`config.mk`:
```
export PLATFORM = sky130hd
export DESIGN_NAME = dtc_slow_ctrl
export DESIGN_NICKNAME = d
export VERILOG_FILES = /design/src/rtl/dtc_pkg.sv /design/src/rtl/dtc_tx_ser.sv /design/src/rtl/dtc_slow_ctrl.sv
export SDC_FILE = /design/constraint.sdc
export NUM_CORES = 1
export LEC_CHECK = 0
export BUFFER_PORTS_ARGS = -buffer_cell sky130_fd_sc_hd__buf_2
export CORE_UTILIZATION = 50
export DETAILED_ROUTE_END_ITERATION = 6
export PLACE_DENSITY_LB_ADDON = 0.3
export SYNTH_ARGS = -nofsm -noshare
export SYNTH_HDL_FRONTEND = slang
export SYNTH_HIERARCHICAL = 1
export SYNTH_SLANG_ARGS = --single-unit
```
`constraint.sdc`:
```
create_clock -name dtc_clk_90 -period 5.09 [get_ports dtc_clk_90]
set_input_delay 0.7635 -clock dtc_clk_90 [delete_from_list [all_inputs] [get_ports dtc_clk_90]]
set_output_delay 0.7635 -clock dtc_clk_90 [all_outputs]
set_load 0.005 [all_outputs]
```
`src/rtl/dtc_pkg.sv`:
```
// Shared constants and types for the DTC slow-control endpoint.
// Latency: n/a (declarations only).
// Backpressure: n/a.
package dtc_pkg;

  // Header byte of an incoming slow command, and the two reply headers.
  localparam logic [7:0] SLOWCMD = 8'hE4;
  localparam logic [7:0] HDR_OK  = 8'hE5;
  localparam logic [7:0] HDR_ERR = 8'hE6;

  // Reply frame: {header[7:0], address[31:0], rdata[31:0]}.
  localparam int FRAME_W = 72;
  localparam int CNT_W   = 7;

  // Data returned for a read of a non-existent register.
  localparam logic [31:0] RD_ERR_DATA = 32'hDEAD_BEEF;

  // Fixed register indices.
  localparam int REG_ID     = 0;
  localparam int REG_STATUS = 1;

  typedef enum logic {
    IDLE  = 1'b0,
    SHIFT = 1'b1
  } tx_state_e;

endpackage

```
`src/rtl/dtc_tx_ser.sv`:
```
// Reply serializer: shifts a 72-bit frame out MSB first on dtc_tx.
// Latency: load in cycle N -> bit 71 in N+1, bit 0 in N+72, idle in N+73.
// Backpressure: none; load is ignored while busy, caller must gate it.
// Ports: dtc_clk_90/rst (sync, active-high), load + frame in, dtc_tx + tx_busy out.
module dtc_tx_ser
  import dtc_pkg::*;
(
  input  logic               dtc_clk_90,
  input  logic               rst,
  input  logic               load,
  input  logic [FRAME_W-1:0] frame,
  output logic               dtc_tx,
  output logic               tx_busy
);

  tx_state_e          state_q, state_d;
  logic [FRAME_W-1:0] sh_q, sh_d;
  logic [CNT_W-1:0]   cnt_q, cnt_d;

  always_ff @(posedge dtc_clk_90) begin
    if (rst) begin
      state_q <= IDLE;
      sh_q    <= '0;
      cnt_q   <= '0;
    end else begin
      state_q <= state_d;
      sh_q    <= sh_d;
      cnt_q   <= cnt_d;
    end
  end

  always_comb begin
    state_d = state_q;
    sh_d    = sh_q;
    cnt_d   = cnt_q;
    unique case (state_q)
      IDLE: begin
        if (load) begin
          sh_d    = frame;
          cnt_d   = CNT_W'(FRAME_W - 1);
          state_d = SHIFT;
        end
      end
      SHIFT: begin
        // cnt_q is the index of the bit currently on the line.
        if (cnt_q == '0) begin
          sh_d    = '0;
          state_d = IDLE;
        end else begin
          sh_d  = sh_q << 1;
          cnt_d = cnt_q - 1'b1;
        end
      end
      default: state_d = IDLE;
    endcase
  end

  assign tx_busy = (state_q == SHIFT);
  assign dtc_tx  = tx_busy & sh_q[FRAME_W-1];

endmodule

```
`src/rtl/dtc_slow_ctrl.sv`:
```
// Slow-control endpoint: register bank behind the DTC receiver, reads answered as 72-bit serial frames.
// Latency: write visible/pulsed 1 cycle after strobe; reply bit 71 one cycle after read strobe.
// Backpressure: none; reads during a reply or with a write are dropped and counted as errors.
// Ports: dtc_clk_90/rst, address/data/write/read strobes in; cfg_regs image, cfg_wr_pulse, dtc_tx, tx_busy out.
module dtc_slow_ctrl #(
  parameter int          NUM_REGS = 16,
  parameter logic [31:0] FW_ID    = 32'h0001_0000,
  parameter logic [7:0]  HDR_OK   = 8'hE5,
  parameter logic [7:0]  HDR_ERR  = 8'hE6
) (
  input  logic                   dtc_clk_90,
  input  logic                   rst,
  input  logic [31:0]            address,
  input  logic [31:0]            data,
  input  logic                   write,
  input  logic                   read,
  output logic [NUM_REGS*32-1:0] cfg_regs,
  output logic [NUM_REGS-1:0]    cfg_wr_pulse,
  output logic                   dtc_tx,
  output logic                   tx_busy
);

  import dtc_pkg::*;

  localparam int IDX_W = $clog2(NUM_REGS);

  logic [31:0]         regs_q [2:NUM_REGS-1];
  logic [31:0]         regs_d [2:NUM_REGS-1];
  logic [15:0]         err_q, err_d;
  logic [NUM_REGS-1:0] pulse_q, pulse_d;

  logic [31:0]         img [NUM_REGS];
  logic [IDX_W-1:0]    idx;
  logic                addr_ok, wr_ok, wr_err, rd_take, rd_err;
  logic [16:0]         err_sum;
  logic [FRAME_W-1:0]  frame;

  assign idx     = address[IDX_W-1:0];
  assign addr_ok = (address[30:16] == 15'd0) && (address[15:0] < 16'(NUM_REGS));
  assign wr_ok   = write && addr_ok && (address[15:0] > 16'(REG_STATUS));
  assign wr_err  = write && !wr_ok;
  // A simultaneous write always wins; the read is only taken when the line is free.
  assign rd_take = read && !write && !tx_busy;
  assign rd_err  = read && (!rd_take || !addr_ok);

  // Live view of every register, including the constant ID and computed status.
  always_comb begin
    for (int k = 0; k < NUM_REGS; k++) img[k] = '0;
    img[REG_ID]     = FW_ID;
    img[REG_STATUS] = {err_q, 15'd0, tx_busy};
    for (int k = 2; k < NUM_REGS; k++) img[k] = regs_q[k];
  end

  always_comb begin
    cfg_regs = '0;
    for (int k = 0; k < NUM_REGS; k++) cfg_regs[32*k +: 32] = img[k];
  end

  always_comb begin
    pulse_d = '0;
    if (wr_ok) pulse_d[idx] = 1'b1;
    for (int k = 2; k < NUM_REGS; k++) regs_d[k] = pulse_d[k] ? data : regs_q[k];
  end

  // A write error and a read error in the same cycle count as two offences.
  always_comb begin
    err_sum = {1'b0, err_q} + 17'(wr_err) + 17'(rd_err);
    err_d   = err_sum[16] ? 16'hFFFF : err_sum[15:0];
  end

  // Read data is captured into the frame at the strobe cycle.
  assign frame = addr_ok ? {HDR_OK, address, img[idx]}
                         : {HDR_ERR, address, RD_ERR_DATA};

  always_ff @(posedge dtc_clk_90) begin
    if (rst) begin
      for (int k = 2; k < NUM_REGS; k++) regs_q[k] <= '0;
      err_q   <= '0;
      pulse_q <= '0;
    end else begin
      for (int k = 2; k < NUM_REGS; k++) regs_q[k] <= regs_d[k];
      err_q   <= err_d;
      pulse_q <= pulse_d;
    end
  end

  assign cfg_wr_pulse = pulse_q;

  dtc_tx_ser u_tx_ser (
    .dtc_clk_90 (dtc_clk_90),
    .rst        (rst),
    .load       (rd_take),
    .frame      (frame),
    .dtc_tx     (dtc_tx),
    .tx_busy    (tx_busy)
  );

endmodule

```
==> flow_summary.yaml <==
floorplan:
  core_region_area_um2: 52600
  pin_count: 598
  die_w_um: 233
  start_util_pct: 50.6
  core.rowCount: 84
  die_area_um2: 54200
  chipHeight_um: 233
setup_path:
  start_kind: "primary input"
  crit_buf_inv: 3
  crit_chain: "buf_2 -> nor4_1 -> nand4_1 -> nor3_2 -> inv_2 -> o31ai_1 -> fa_1 -> inv_1 -> ha_1 -> and4_1 -> a31oi_1 -> nor4b_1 -> a211oi_1"
  path_class: "primary input to flip-flop"
  crit_family: "simple AND/OR/NAND/NOR gates"
  slowest_delay_ns: 0.56
  critPathRequiredTime_ns: 5.58
  cp.arrival_ns: 3.99
  critPathCaptureType: "flip-flop"
  cp_max_fo: 10
  crit_slowest_cell: "nor4_1"
global_routing:
  grt_usage_pct: 33.7
  grt_max_degree: 155
  grt_pass1_vias: 21200
  grt_overflow: 0
  antenna_found_initial: 4
  grt_pass1_wl_um: 138000
clocking:
  post_cts_buffers: 0
  clock_latency_ns: 0.64
  root_buffer: "clkbuf_16"
  cts_tree: "done"
  path_clk_slew_ns: 0.06
  hold_buffers: 0
  clockBufferDepth: 3
  ctsResizeCount: 0
  cts_sinks: 560
  htreeDepth: 2
  cts_made_buffers: 59
sta:
  worstMarginPinSlew_ns: 1.34
  finalClockSkew_ns: 0.0184
  finalSetupViolations: 0
  hold_viol_final: 0
  fin_crit_sh_pct: 68.8
  finalMaxSlewViolations: 0
  rsz0062_at_grt: "false"
  period_needed_ns: 3.50
  setup_tns_ns: 0
  clock.fmax_ghz: 0.286
  maxSlewHeadroom_pct: 10.6
pwr:
  p_leak_nw: 15.2
  power_switching_mw: 2.37
  combPwrFrac_pct: 7.5
  p_int_mw: 7.22
  vdd_drop_max_mv: 0.256
  power_frac_clock_pct: 45.9
  p_sw_share_pct: 24.8
  powerDensity_nw_per_um2: 306
  p_seq_share_pct: 46.6
run_status:
  outcome: "complete, but fails checks"
  failed_checks: "design-rule violations"
yosys:
  synth_edf_count: 0
  async_flop_share_pct: 0
  yosysSeqAreaShare_pct: 42.1
  ys_types: 59
  yosysTopAreaCellShare_pct: 42.1
  synth_top_cell_by_area: "dfxtp_1"
  ys_seq_elements: 560
  synth-main-ff-cell: "dfxtp_1"
  synthTopCellsByArea: "dfxtp_1 42%, mux2i_1 18%, nand2b_1 9.9%"
  syn_area_per_cell_um2: 10.2
  yosysWarnings: 6
  syn_inst: 2602
  syn-cell-area_um2: 26600
final_layout:
  syn_to_final_growth_pct: 17.6
  finalNetCount: 3088
  drive_above_1_share_pct: 27.0
  fin_util_pct: 59.6
routing:
  viasPerCell: 5.94
  drt_wl_total_um: 94900
  drt-pass1-iter-count: 7
  drcViolationCount: 9
  num_vias: 22300
  drtAntennaViolNets: 0
  wl_per_cell_um: 25.2
  drt_iter0_markers: 2248
job:
  drv_cap: 0
placed_design:
  io_buffer_count: 550
  gp_congestion: 0.940
  dp_hpwl_um: 66600
hold_path:
  hp-class: "primary input to flip-flop"
## per-stage QoR
step,hold slack [ns],power [mW],std cells,setup slack (ns),instance area (um2)
2_1_floorplan,0.463,5.08,2655,1.61,26800
6_report,0.423,9.59,3759,1.59,31300
3_3_place_gp,0.467,5.25,3643,1.09,29300
5_1_grt,0.415,9.84,3757,1.37,31300
3_5_place_dp,0.475,5.27,3643,1.05,29300
4_1_cts,0.389,9.60,3755,1.67,31300
## area by class of cell
cell class              count  area, um2
diodes                      4       10.0
clock buffers              94       1780
clock inverters            18        184
fillers                  4441      21300
inverters                   8       30.0
multi-input cells        1789      14000
flip-flops and latches    560      11200
well taps                 688        861
repair buffers            598       3170
## metal layers
layer / GRT usage (%) / vias up / wire [um]
met5: 0 / - / 13
met4: 11.8 / 2 / 3300
met3: 9.87 / 201 / 9880
met2: 50.3 / 1169 / 41800
met1: 46.1 / 11000 / 39900
li1: - / 9928 / -
## path summary, 6_finish.rpt
kind	start	end	slack [ns]	cells past startpoint
worst min register to register	regs_q[0][46]	regs_q[0][46]	0.48	2
worst max-delay path	address[30]	err_q[15]	1.59	13
worst min-delay path	data[7]	regs_q[0][39]	0.42	3
worst max register to register	u_tx_ser/tx_busy	err_q[4]	2.52	7
## cells in the final DEF (no fill, tap or decap), types with 6 or more instances in the layout
| cell type | instances |
|---|---|
| dfxtp_1 | 559 |
| buf_2 | 547 |
| mux2i_1 | 490 |
| nand2b_1 | 420 |
| nor2_1 | 163 |
| a21oi_1 | 92 |
| mux4_2 | 85 |
| nand3_1 | 80 |
| a31oi_1 | 79 |
| o21ai_0 | 77 |
| clkbuf_16 | 60 |
| conb_1 | 55 |
| buf_4 | 46 |
| nand2_1 | 29 |
| mux2_2 | 26 |
| clkbuf_1 | 19 |
| o22ai_1 | 17 |
| a22oi_1 | 16 |
| clkbuf_8 | 16 |
| a221o_1 | 14 |
| nor4_1 | 13 |
| a222oi_1 | 12 |
| clkinv_2 | 12 |
| nor3_1 | 11 |
| nor2b_1 | 10 |
| and3_1 | 10 |
| nand3_4 | 9 |
| nand4_1 | 8 |
| and2_1 | 8 |
| inv_1 | 7 |
| and4_1 | 6 |
## power by group through the flow
stage / clock network, mW / registers [mW] / logic (mW)
finish: 4.40 / 4.47 / 0.721
global route: 4.60 / 4.47 / 0.768
CTS: 4.43 / 4.47 / 0.704
detailed placement: 0 / 4.57 / 0.701
global placement: 0 / 4.56 / 0.687
floorplan: 0 / 4.55 / 0.535
## cell usage after synthesis (all sizes together) (14+ instances only)
| cell type | count |
|---|---|
| a21oi | 93 |
| a221o | 14 |
| a22oi | 16 |
| a31oi | 79 |
| buf | 144 |
| clkbuf | 154 |
| dfxtp | 560 |
| mux2 | 26 |
| mux2i | 490 |
| mux4 | 85 |
| nand2 | 29 |
| nand2b | 420 |
| nand3 | 89 |
| nor2 | 163 |
| nor4 | 14 |
| o21ai | 77 |
| o22ai | 17 |
## worst register-to-register path, cell delays in order (launching register included)
cell and delay (ns):
dfxtp_4 0.63, o31ai_1 0.20, fa_1 0.43, inv_1 0.08
ha_1 0.22, nand4_1 0.12, or3_1 0.59, a21oi_1 0.22
## state kept, by name, summed over array words and instances (netlist names)
name,flops
cfg_wr_pulse,16
u_tx_ser/sh_q,72
regs_q,448
u_tx_ser/cnt_q,7
err_q,16
u_tx_ser/tx_busy,1
## kinds of logic after synthesis
| family | count (synthesis) | synth area share (%) |
|---|---|---|
| XOR/XNOR | 6 | 0.197 |
| other | 2 | 0.0282 |
| AND/OR/NAND/NOR | 798 | 17.3 |
| AO/OA/AOI/OAI | 325 | 7.40 |
| adder cells (fa/ha/maj) | 4 | 0.216 |
| flip-flops | 560 | 42.1 |
| buffers and inverters | 306 | 5.97 |
| multiplexers | 601 | 26.7 |
No activity file was read; power rests on OpenSTA's default activity.
